**src/rtl/mesh_term_injector.sv**
```systemverilog
// Terminal-side injection stage for one mesh_gnrtr input port: formats requests
// into mesh packets and queues them behind the router's pndng/data/popin handshake.
module mesh_term_injector #(
  parameter int unsigned ROWS       = 4,
  parameter int unsigned COLUMNS    = 4,
  parameter int unsigned PAKG_SIZE  = 32,
  parameter int unsigned FIFO_DEPTH = 16,
  parameter logic [7:0]  BDCST      = 8'hFF
) (
  input  logic                                 clk,
  input  logic                                 reset,
  input  logic                                 in_valid,
  output logic                                 in_ready,
  input  logic                                 in_bcast,
  input  logic [3:0]                           in_row,
  input  logic [3:0]                           in_col,
  input  logic                                 in_mode,
  input  logic [PAKG_SIZE-18:0]                in_payload,
  input  logic                                 popin,
  output logic                                 pndng_i_in,
  output logic [PAKG_SIZE-1:0]                 data_out_i_in,
  output logic [$clog2(FIFO_DEPTH+1)-1:0]      level,
  output logic [15:0]                          tx_count,
  output logic                                 err_pop_empty
);

  localparam int unsigned PTR_W = $clog2(FIFO_DEPTH);
  localparam int unsigned LVL_W = $clog2(FIFO_DEPTH+1);

  localparam logic [1:0] ST_EMPTY  = 2'd0;
  localparam logic [1:0] ST_ACTIVE = 2'd1;
  localparam logic [1:0] ST_FULL   = 2'd2;

  // Row/column fields are 4 bits wide and the pointers rely on power-of-two wrap.
  if (ROWS > 15 || COLUMNS > 15 || PAKG_SIZE < 18 || FIFO_DEPTH < 2 ||
      (FIFO_DEPTH & (FIFO_DEPTH - 1)) != 0) begin : g_param_check
    $error("mesh_term_injector: unsupported parameterization");
  end

  logic [PAKG_SIZE-1:0] mem_q [FIFO_DEPTH];
  logic [PAKG_SIZE-1:0] mem_d [FIFO_DEPTH];
  logic [PTR_W-1:0]     wr_ptr_q, wr_ptr_d;
  logic [PTR_W-1:0]     rd_ptr_q, rd_ptr_d;
  logic [LVL_W-1:0]     level_q, level_d;
  logic [15:0]          tx_count_q, tx_count_d;
  logic                 err_q, err_d;
  logic [1:0]           state_q, state_d;

  logic                 push, pop_ok;
  logic [PAKG_SIZE-1:0] pkt;

  assign push   = in_valid && (state_q != ST_FULL);
  assign pop_ok = popin && (state_q != ST_EMPTY);
  assign pkt    = {(in_bcast ? BDCST : 8'h00), in_row, in_col, in_mode, in_payload};

  // Datapath next-state: a pop while empty only raises the sticky error.
  always_comb begin
    mem_d      = mem_q;
    wr_ptr_d   = wr_ptr_q;
    rd_ptr_d   = rd_ptr_q;
    level_d    = level_q;
    tx_count_d = tx_count_q;
    err_d      = err_q;
    if (push) begin
      mem_d[wr_ptr_q] = pkt;
      wr_ptr_d        = wr_ptr_q + PTR_W'(1);
    end
    if (pop_ok) begin
      rd_ptr_d   = rd_ptr_q + PTR_W'(1);
      tx_count_d = tx_count_q + 16'd1;
    end
    if (popin && (state_q == ST_EMPTY)) begin
      err_d = 1'b1;
    end
    level_d = level_q + LVL_W'(push) - LVL_W'(pop_ok);
  end

  // Occupancy state mirrors level; it only exists to register the handshake flags.
  always_comb begin
    state_d = state_q;
    case (state_q)
      ST_EMPTY: begin
        if (push) state_d = ST_ACTIVE;
      end
      ST_ACTIVE: begin
        if (level_d == LVL_W'(FIFO_DEPTH))  state_d = ST_FULL;
        else if (level_d == LVL_W'(0))      state_d = ST_EMPTY;
      end
      ST_FULL: begin
        if (pop_ok) state_d = ST_ACTIVE;
      end
      default: state_d = ST_EMPTY;
    endcase
  end

  always_ff @(posedge clk or posedge reset) begin
    if (reset) begin
      for (int i = 0; i < int'(FIFO_DEPTH); i++) mem_q[i] <= '0;
      wr_ptr_q   <= '0;
      rd_ptr_q   <= '0;
      level_q    <= '0;
      tx_count_q <= '0;
      err_q      <= 1'b0;
      state_q    <= ST_EMPTY;
    end else begin
      mem_q      <= mem_d;
      wr_ptr_q   <= wr_ptr_d;
      rd_ptr_q   <= rd_ptr_d;
      level_q    <= level_d;
      tx_count_q <= tx_count_d;
      err_q      <= err_d;
      state_q    <= state_d;
    end
  end

  assign in_ready      = (state_q != ST_FULL);
  assign pndng_i_in    = (state_q != ST_EMPTY);
  assign data_out_i_in = mem_q[rd_ptr_q];
  assign level         = level_q;
  assign tx_count      = tx_count_q;
  assign err_pop_empty = err_q;

endmodule

```
**config.mk**
```make
export PLATFORM = sky130hd
export DESIGN_NAME = mesh_term_injector
export DESIGN_NICKNAME = d
export VERILOG_FILES = /design/src/rtl/mesh_term_injector.sv
export SDC_FILE = /design/constraint.sdc
export NUM_CORES = 1
export LEC_CHECK = 0
export CAP_MARGIN = 20
export CORE_MARGIN = 3
export CORE_UTILIZATION = 45
export CTS_BUF_LIST = sky130_fd_sc_hd__clkbuf_8
export DETAILED_ROUTE_END_ITERATION = 7
export SLEW_MARGIN = 20
export SYNTH_ARGS = -nofsm -noshare
export SYNTH_HDL_FRONTEND = slang
export SYNTH_SLANG_ARGS = --single-unit
```
**constraint.sdc**
```tcl
create_clock -name clk -period 22.6 [get_ports clk]
set_input_delay 6.78 -clock clk [delete_from_list [all_inputs] [get_ports clk]]
set_output_delay 6.78 -clock clk [all_outputs]
set_load 0.01 [all_outputs]
```
Word level (Yosys, flattened, before mapping)

Index checks and enable logic that the tools add are counted.

Flip-flop bits (word level): 544
Latch bits: 0
Memory bits (writable): 0
ROM bits: 0
Input port bits: 29
Output and inout bits: 56
Word-level logic and storage cells: 59
Memories kept: 0

Add/subtract/negate cells: 5
$mul: 0
Div/mod/pow operators: 0
Magnitude comparators: 3
Equal/unequal tests: 7
Shift-type cells: 0
Mux-type cells: 12
Bitwise logic cells: 2
Reductions and logical operators: 8

Operators by type and width:

| kind                  | count |
|---|---|
| $bwmux 512            | 1 |
| $bmux 32 s4           | 1 |
| $demux 32 s4          | 1 |
| $mux 32               | 3 |
| $add 16x1->16 const B | 1 |
| $ge 5x5->1 const B    | 2 |
| $not 4->5             | 2 |
| $add 4x1->4 const B   | 2 |
| $mux 2                | 4 |
| $mux 8                | 1 |
| $ne 2x2->1 const B    | 3 |
| $pmux 2 s3            | 1 |
| $add 5x1->5           | 1 |
| $eq 5x5->1 const B    | 1 |
| $logic_not 5->1       | 1 |
| $lt 5x1->1 const B    | 1 |
| $sub 5x1->5           | 1 |
| $logic_and 1x1->1     | 4 |
| $ne 3x3->1 const B    | 1 |
| $reduce_and 3->1      | 1 |
| $eq 2x1->1 const B    | 1 |
| $eq 2x2->1 const B    | 1 |
| $logic_not 2->1       | 1 |
| $reduce_bool 2->1     | 1 |

Logic depth before layout (Yosys ltp)

Gate-level depths: netlist of run 1.

Word-level depth: 8
Mapped depth: 13
Gate-level depth less buffers: 11

Worst setup path after synthesis of run 1

OpenSTA, ideal clock, no wires.

Path type: input to register
Start: in in_valid
End: reg state_q[1]
Setup time: 0.101 ns
Arrival: 8.915 ns
Data required time: 22.499 ns
Path slack: 13.584 ns
Cell stages on the path: 12
Path buffers: 2
Cell sequence: and2_1 -> buf_4 -> buf_6 -> inv_1 -> ha_1 -> inv_1 -> ha_1 -> fa_1 -> or2b_1 -> nor4b_1 -> mux2i_1 -> o32ai_1

Longest elaborated chain between the ends: 6
Elaborated cells on any way between the ends: 10
Those cells by class: add/sub: 2; eq/ne: 3; mux: 2; reduce/logical: 3

RTL lines:

| element                                                         | RTL line | source |
|---|---|---|
| start: declaration                                              | 12       | `input logic in_valid,` |
| $logic_and 1x1->1 (*)                                           | 52       | `assign push = in_valid && (state_q != ST_FULL);` |
| $add 5x1->5 (*)                                                 | 75       | `level_d = level_q + LVL_W'(push) - LVL_W'(pop_ok);` |
| $sub 5x1->5 (*)                                                 | 75       |  |
| net level_d[1]                                                  | 44       | `logic [LVL_W-1:0] level_q, level_d;` |
| $eq 5x5->1 / $logic_not 5->1 (equally long branches)            | 86, 87   |  |
| $ne 3x3->1 (no line) / $mux 2 (equally long branches)           | n/a      |  |
| $reduce_and 3->1 (no line) / $pmux 2 s3 (equally long branches) | n/a      |  |
| end signal: assignment                                          | 112      | `state_q <= state_d;` |
| end: declaration                                                | 47       | `logic [1:0] state_q, state_d;` |

Mark *: on every way through the listed nets, which the timed path passes. The rest lies on a longest branch.
A chain may end at the register's enable or synchronous reset.

Worst setup path after layout of run 1

Start: reg rd_ptr_q[1]
End: out data_out_i_in[11]

Longest elaborated chain between the ends: 4

RTL lines:

| element                                     | RTL line | source |
|---|---|---|
| start: declaration                          | 43       | `logic [PTR_W-1:0] rd_ptr_q, rd_ptr_d;` |
| start signal: assignment                    | 108      | `rd_ptr_q <= rd_ptr_d;` |
| $not 4->5 (implied by the code)             | 118      | `assign data_out_i_in = mem_q[rd_ptr_q];` |
| $bmux 32 s4                                 | 118      |  |
| $mux 32 (implied by the code) (2 in series) | 118      |  |
| end: declaration                            | 21       | `output logic [PAKG_SIZE-1:0] data_out_i_in,` |

Every way passes these cells. The select of a mux whose other input is x is not followed.

==> impl_metrics.py, run 1 <==
metrics = {
    "die": {
        "start_util_pct": 45.7,
        "ios": 85,
        "core_area_um2": 43200,
        "die-area_um2": 46400,
        "dieWidth_um": 215,
        "fp.dieH_um": 215,
        "core.rowCount": 76,
    },
    "timing": {
        "maxSlewViolCount": 0,
        "post-route-min-period_ns": 10.90,
        "setup_tns_ns": 0,
        "tightestPinTransition_ns": 1.05,
        "hold_viol": 0,
        "clock_skew_ns": 0.0137,
        "fmax_ghz": 0.0917,
        "finalSetupViolCount": 0,
        "rsz0062_at_grt": "false",
        "slew_headroom_pct": 30.0,
        "post-route-period-util_pct": 48.2,
        "fin_hold_ws_ns": 0.474,
    },
    "grt": {
        "antenna_found_initial": 1,
        "grt_max_degree": 142,
        "track_usage_pct": 20.1,
        "grt.overflow.total": 0,
        "first_global_vias": 11400,
        "grt_pass1_wl_mm": 71.2,
    },
    "cts": {
        "cts_buffers": 76,
        "ctsHoldBuffers": 0,
        "cts_htree_levels": 3,
        "clk_pin_slew_ns": 0.06,
        "cts_setup_buffers": 0,
        "cts_tree": "yes",
        "clock_path_buffers": 3,
        "cts_root_buffer": "clkbuf_8",
        "clock_latency_ns": 0.61,
        "cts.repair.resized": 0,
        "cts.sinks": 432,
    },
    "worst_setup_path": {
        "r2r-end": "state_q[1]",
        "cp.required_ns": 15.82,
        "critical_path_class": "reg -> out",
        "rrSetupSlack_ns": 19.16,
        "r2r_start": "state_q[0]",
        "crit_path_start_kind": "flop",
        "critPathArrivalTime_ns": 4.12,
        "worstPathMaxFanout": 59,
        "ff2ff_path_depth": 11,
        "crit_path_end_kind": "output pin",
    },
    "routing": {
        "routedWlPerCell_um": 23.7,
        "ant_nets": 0,
        "routed_wl_mm": 45.0,
        "drt_iter0_drc": 534,
        "dr.pass1.iters": 4,
        "vias_per_cell": 5.49,
        "vias": 10400,
        "drc": 0,
    },
    "yosys": {
        "synth_warnings": 0,
        "syn-cell-area_um2": 19700,
        "synth_edf_count": 0,
        "async_flop_share_pct": 100,
        "synth_cell_type_count": 41,
        "synth_area_per_cell_um2": 16.8,
        "ys_seq_elements": 432,
        "yosys_most_used_dff": "dfrtp_1",
        "netlist_instances": 1177,
        "synth-seq-area-share_pct": 54.8,
        "synthesis.nets": 1218,
    },
    "power_and_ir_drop": {
        "leakage_nw": 9.73,
        "power_frac_comb_pct": 39.0,
        "swShare_pct": 30.4,
        "internal_power_mw": 2.38,
        "vdd_drop_max_mv": 0.0891,
        "pwr-share-clk_pct": 20.8,
        "p_per_area_nw_per_um2": 153,
        "sequentialPowerShare_pct": 40.1,
        "power.switching_mw": 1.04,
    },
    "placed_design": {
        "place_congestion": 0.710,
        "dp_hpwl_mm": 23.2,
        "dpl_cell_area_um2": 20800,
        "place.port_buffers": 84,
    },
    "hold_path": {
        "hold_path_end": "err_pop_empty",
        "hp-start": "err_pop_empty",
        "min_delay_path_depth": 1,
        "hp-class": "reg -> reg",
    },
    "layout": {
        "drive_gt1_share_pct": 49.5,
        "syn2layout_area_growth_pct": 13.5,
        "design_area_um2": 22400,
        "fin_util_pct": 51.9,
        "layout_commonest_cell": "dfrtp_1",
        "mostFrequentLayoutCells": "dfrtp_1, mux2_2, mux4_2",
        "nets": 1292,
    },
    "run": {
        "max_cap_viol_count": 0,
    },
    "outcome": {
        "status": "completed",
    },
}
[worst max-delay path, cell delays in order (launching register included)]
cell	delay (ns)
dfrtp_4	1.04
buf_4	0.77
mux4_2	0.60
mux4_2	0.52
clkdlybuf4s50_1	0.51
[cell usage after synthesis, types with 11 or more instances]
cell type | n | share of area, %
dfrtp_1 | 432 | 55
mux2_2 | 382 | 22
mux4_2 | 125 | 14
buf_4 | 39 | 1.5
clkbuf_1 | 33 | 0.63
xnor2_1 | 20 | 0.89
buf_2 | 18 | 0.46
mux2_1 | 17 | 0.97
nand2_1 | 15 | 0.29
inv_1 | 13 | 0.25
nand3_4 | 12 | 1.1
ha_1 | 11 | 0.70
[how the worst max path moves through the flow]
stage	startpoint	slack (ns)	end	cells after the start
2_1_floorplan	reset	3.79	err_pop_empty	1
3_3_place_gp	rd_ptr_q[0]	11.80	data_out_i_in[24]	5
3_5_place_dp	rd_ptr_q[0]	11.74	data_out_i_in[25]	5
4_1_cts	rd_ptr_q[0]	11.07	data_out_i_in[25]	5
5_1_grt	rd_ptr_q[0]	11.44	data_out_i_in[29]	5
6_report	rd_ptr_q[1]	11.70	data_out_i_in[11]	4
[final cells by class]
type | instances | area (µm²)
clock inverter | 40 | 184
clock buffer | 97 | 1340
inverter | 13 | 56.3
timing repair buffer | 96 | 978
antenna | 2 | 5.00
multi-input combinational | 632 | 8270
tap | 585 | 732
fill | 3755 | 20800
sequential | 432 | 10800
[through the flow]
step | std cells | power (mW) | worst slack (ns)
3_3_place_gp | 1756 | 2.70 | 11.80
4_1_cts | 1893 | 3.46 | 11.07
6_report | 1897 | 3.42 | 11.70
2_1_floorplan | 1177 | 2.32 | 3.79
3_5_place_dp | 1756 | 2.73 | 11.74
5_1_grt | 1895 | 3.63 | 11.44
[power groups by stage]
stage,combinational [mW],sequential [mW],clock (mW)
after floorplan,1.06,1.27,0
after global placement,1.32,1.37,0
after detailed placement,1.35,1.38,0
after CTS,1.35,1.37,0.735
after global routing,1.44,1.42,0.768
final,1.33,1.37,0.712
[kinds of logic after synthesis]
logic type	synth area share [%]
DFF	54.8
muxes	37.2
xor gates and xnor gates	1.11
buffers and inverters	3.28
adders and majority gates	0.799
and+or+nand+nor	2.53
AOI/OAI and AO/OA	0.323
[layer usage]
| layer | GRT usage [%] | wire length (µm) | vias to the layer above |
|---|---|---|---|
| li1 | - | - | 4541 |
| met4 | 5.93 | 999 | 2 |
| met1 | 28.6 | 20400 | 5622 |
| met2 | 32.2 | 21700 | 183 |
| met5 | 0 | 13 | - |
| met3 | 3.58 | 1820 | 76 |
[state kept, by name, summed over array words and instances (netlist names)]
| name | count |
|---|---|
| tx_count | 16 |
| level | 5 |
| wr_ptr_q | 4 |
| err_pop_empty | 1 |
| rd_ptr_q | 4 |
| state_q | 2 |
| mem_q | 400 |
Note: power is estimated with default switching activity, not from simulation.
==> run 2, diff against run 1 <==
==> constraint.sdc (replaced) <==
create_clock -name clk -period 10.6 [get_ports clk]
set_input_delay 3.18 -clock clk [delete_from_list [all_inputs] [get_ports clk]]
set_output_delay 3.18 -clock clk [all_outputs]
set_load 0.01 [all_outputs]
==> impl_metrics.py, run 2 (synthesis results as in run 1) <==
metrics = {
    "timing": {
        "slew_headroom_pct": 29.4,
        "hold_viol": 0,
        "rsz0062_at_grt": "false",
        "clock_skew_ns": 0.0195,
        "fmax_ghz": 0.138,
        "maxSlewViolCount": 0,
        "post-route-min-period_ns": 7.26,
        "setup_tns_ns": 0,
        "post-route-period-util_pct": 68.5,
        "tightestPinTransition_ns": 1.06,
        "finalSetupViolCount": 0,
    },
    "grt": {
        "grt_pass1_wl_mm": 69.4,
        "first_global_vias": 11400,
        "track_usage_pct": 19.5,
        "grt_max_degree": 182,
        "antenna_found_initial": 2,
        "grt.overflow.total": 0,
    },
    "layout": {
        "layout_commonest_cell": "dfrtp_1",
        "regArea_um2": 10800,
        "nFillCells": 3645,
        "max_flop_register": "mem_q",
        "syn2layout_area_growth_pct": 12.8,
        "drive_gt1_share_pct": 49.7,
        "mostFrequentLayoutCells": "dfrtp_1, mux2_2, mux4_2",
        "multi_input_comb_area_um2": 8270,
        "largest_reg_flops": 400,
        "fin_util_pct": 51.6,
        "nets": 1291,
    },
    "cts": {
        "cts_root_buffer": "clkbuf_8",
        "cts.repair.resized": 0,
        "clock_path_buffers": 3,
        "ctsHoldBuffers": 0,
        "clock_latency_ns": 0.61,
        "cts.sinks": 432,
        "cts_setup_buffers": 0,
        "cts_htree_levels": 3,
        "cts_buffers": 76,
        "clk_pin_slew_ns": 0.06,
        "cts_tree": "yes",
    },
    "routing": {
        "drt_iter0_drc": 525,
        "ant_nets": 0,
        "met3_length_mm": 1.69,
        "routed_wl_mm": 43.9,
        "vias_per_cell": 5.56,
        "routedWlPerCell_um": 23.3,
        "dr_wl_met2_mm": 21.8,
        "wl_met1_mm": 19.6,
        "top_layer": "met5",
        "vias": 10500,
        "dr.pass1.iters": 4,
        "drc": 0,
    },
    "power_and_ir_drop": {
        "p_per_area_nw_per_um2": 323,
        "leakage_nw": 9.62,
        "vdd_drop_max_mv": 0.150,
    },
    "die": {
        "core_area_um2": 43200,
        "ios": 85,
        "start_util_pct": 45.7,
        "core.rowCount": 76,
        "fp.dieH_um": 215,
        "die-area_um2": 46400,
        "dieWidth_um": 215,
    },
    "hold_path": {
        "hp-class": "reg -> reg",
    },
    "worst_setup_path": {
        "cp_cell_sequence": "buf_4, mux4_2, mux4_2, clkdlybuf4s50_1",
        "crit_path_end_kind": "output pin",
        "worstSetupStartpoint": "rd_ptr_q[0]",
        "cp_slowest_cell": "dfrtp_4",
        "path_buf_inv": 2,
        "critical_path_class": "reg -> out",
        "critPathMaxStageDelay_ns": 0.94,
        "cp.required_ns": 7.42,
        "worstPathMaxFanout": 42,
        "critPathArrivalTime_ns": 4.08,
        "rrSetupSlack_ns": 7.25,
        "cpMostUsedCell": "mux4_2",
        "ff2ff_path_depth": 11,
        "crit_cells": 4,
        "r2r-end": "state_q[1]",
        "cp-endpoint": "data_out_i_in[31]",
        "crit_path_start_kind": "flop",
        "r2r_start": "state_q[0]",
        "cp_top_family": "buffers and inverters",
    },
    "run": {
        "max_cap_viol_count": 0,
    },
    "placed_design": {
        "dp_hpwl_mm": 23.0,
        "place.port_buffers": 84,
        "place_congestion": 0.685,
    },
    "outcome": {
        "status": "completed",
    },
}
## run 2: cell types whose count changed in the layout (fill, tap and decap cells not counted), moves of 2 or more
| cell | before | now |
|---|---|---|
| clkbuf_8 | 97 | 91 |
| clkinvlp_4 | 0 | 3 |
| inv_1 | 45 | 36 |
| buf_12 | 0 | 2 |
| buf_6 | 2 | 0 |
## run 2: report_power, final
part	internal (mW)	total (mW)	switching, mW
clock network	0.792	1.45	0.654
logic	1.79	2.81	1.02
registers	2.42	2.93	0.509
total	5.01	7.18	2.18
## run 2: routing by layer
metal,vias to the layer above,track usage (%)
met5,-,0
met4,2,5.22
li1,4553,-
met2,161,32.6
met3,60,3.52
met1,5678,26.7
## run 2: final cells by class
cell class / count / share of cell area, %
flip-flops and latches: 432 / 48.6
multi-input cells: 632 / 37.2
clock buffers: 91 / 5.63
repair buffers: 95 / 4.35
well taps: 585 / 3.29
clock inverters: 32 / 0.719
inverters: 13 / 0.236
diodes: 1 / 0.0112
## run 2: worst register-to-register path, stage by stage (launching register included)
cell and delay [ns]:
dfrtp_1 0.38, nand2b_2 0.18, and2_2 0.72, inv_1 0.11, ha_1 0.30, inv_1 0.04, ha_1 0.20, fa_1 0.47
or2b_1 0.25, nor4b_1 0.25, mux2i_1 0.14, o32ai_1 0.23
## run 2: worst min path at each step
stage	start	end	depth (start not counted)
global placement	err_pop_empty	err_pop_empty	1
finish	err_pop_empty	err_pop_empty	1
global route	mem_q[387]	mem_q[387]	1
detailed placement	err_pop_empty	err_pop_empty	1
floorplan	mem_q[136]	mem_q[136]	1
CTS	err_pop_empty	err_pop_empty	1
## run 2: stage by stage
stage	power, mW	setup WS [ns]	std cells	cell area, µm²	hold WS [ns]
floorplan	4.95	1.59	1177	19700	0.459
global route	7.64	3.02	1880	22300	0.499
global placement	5.74	3.89	1756	20800	0.464
finish	7.18	3.34	1881	22300	0.476
CTS	7.30	3.18	1879	22200	0.478
detailed placement	5.82	3.85	1756	20800	0.465
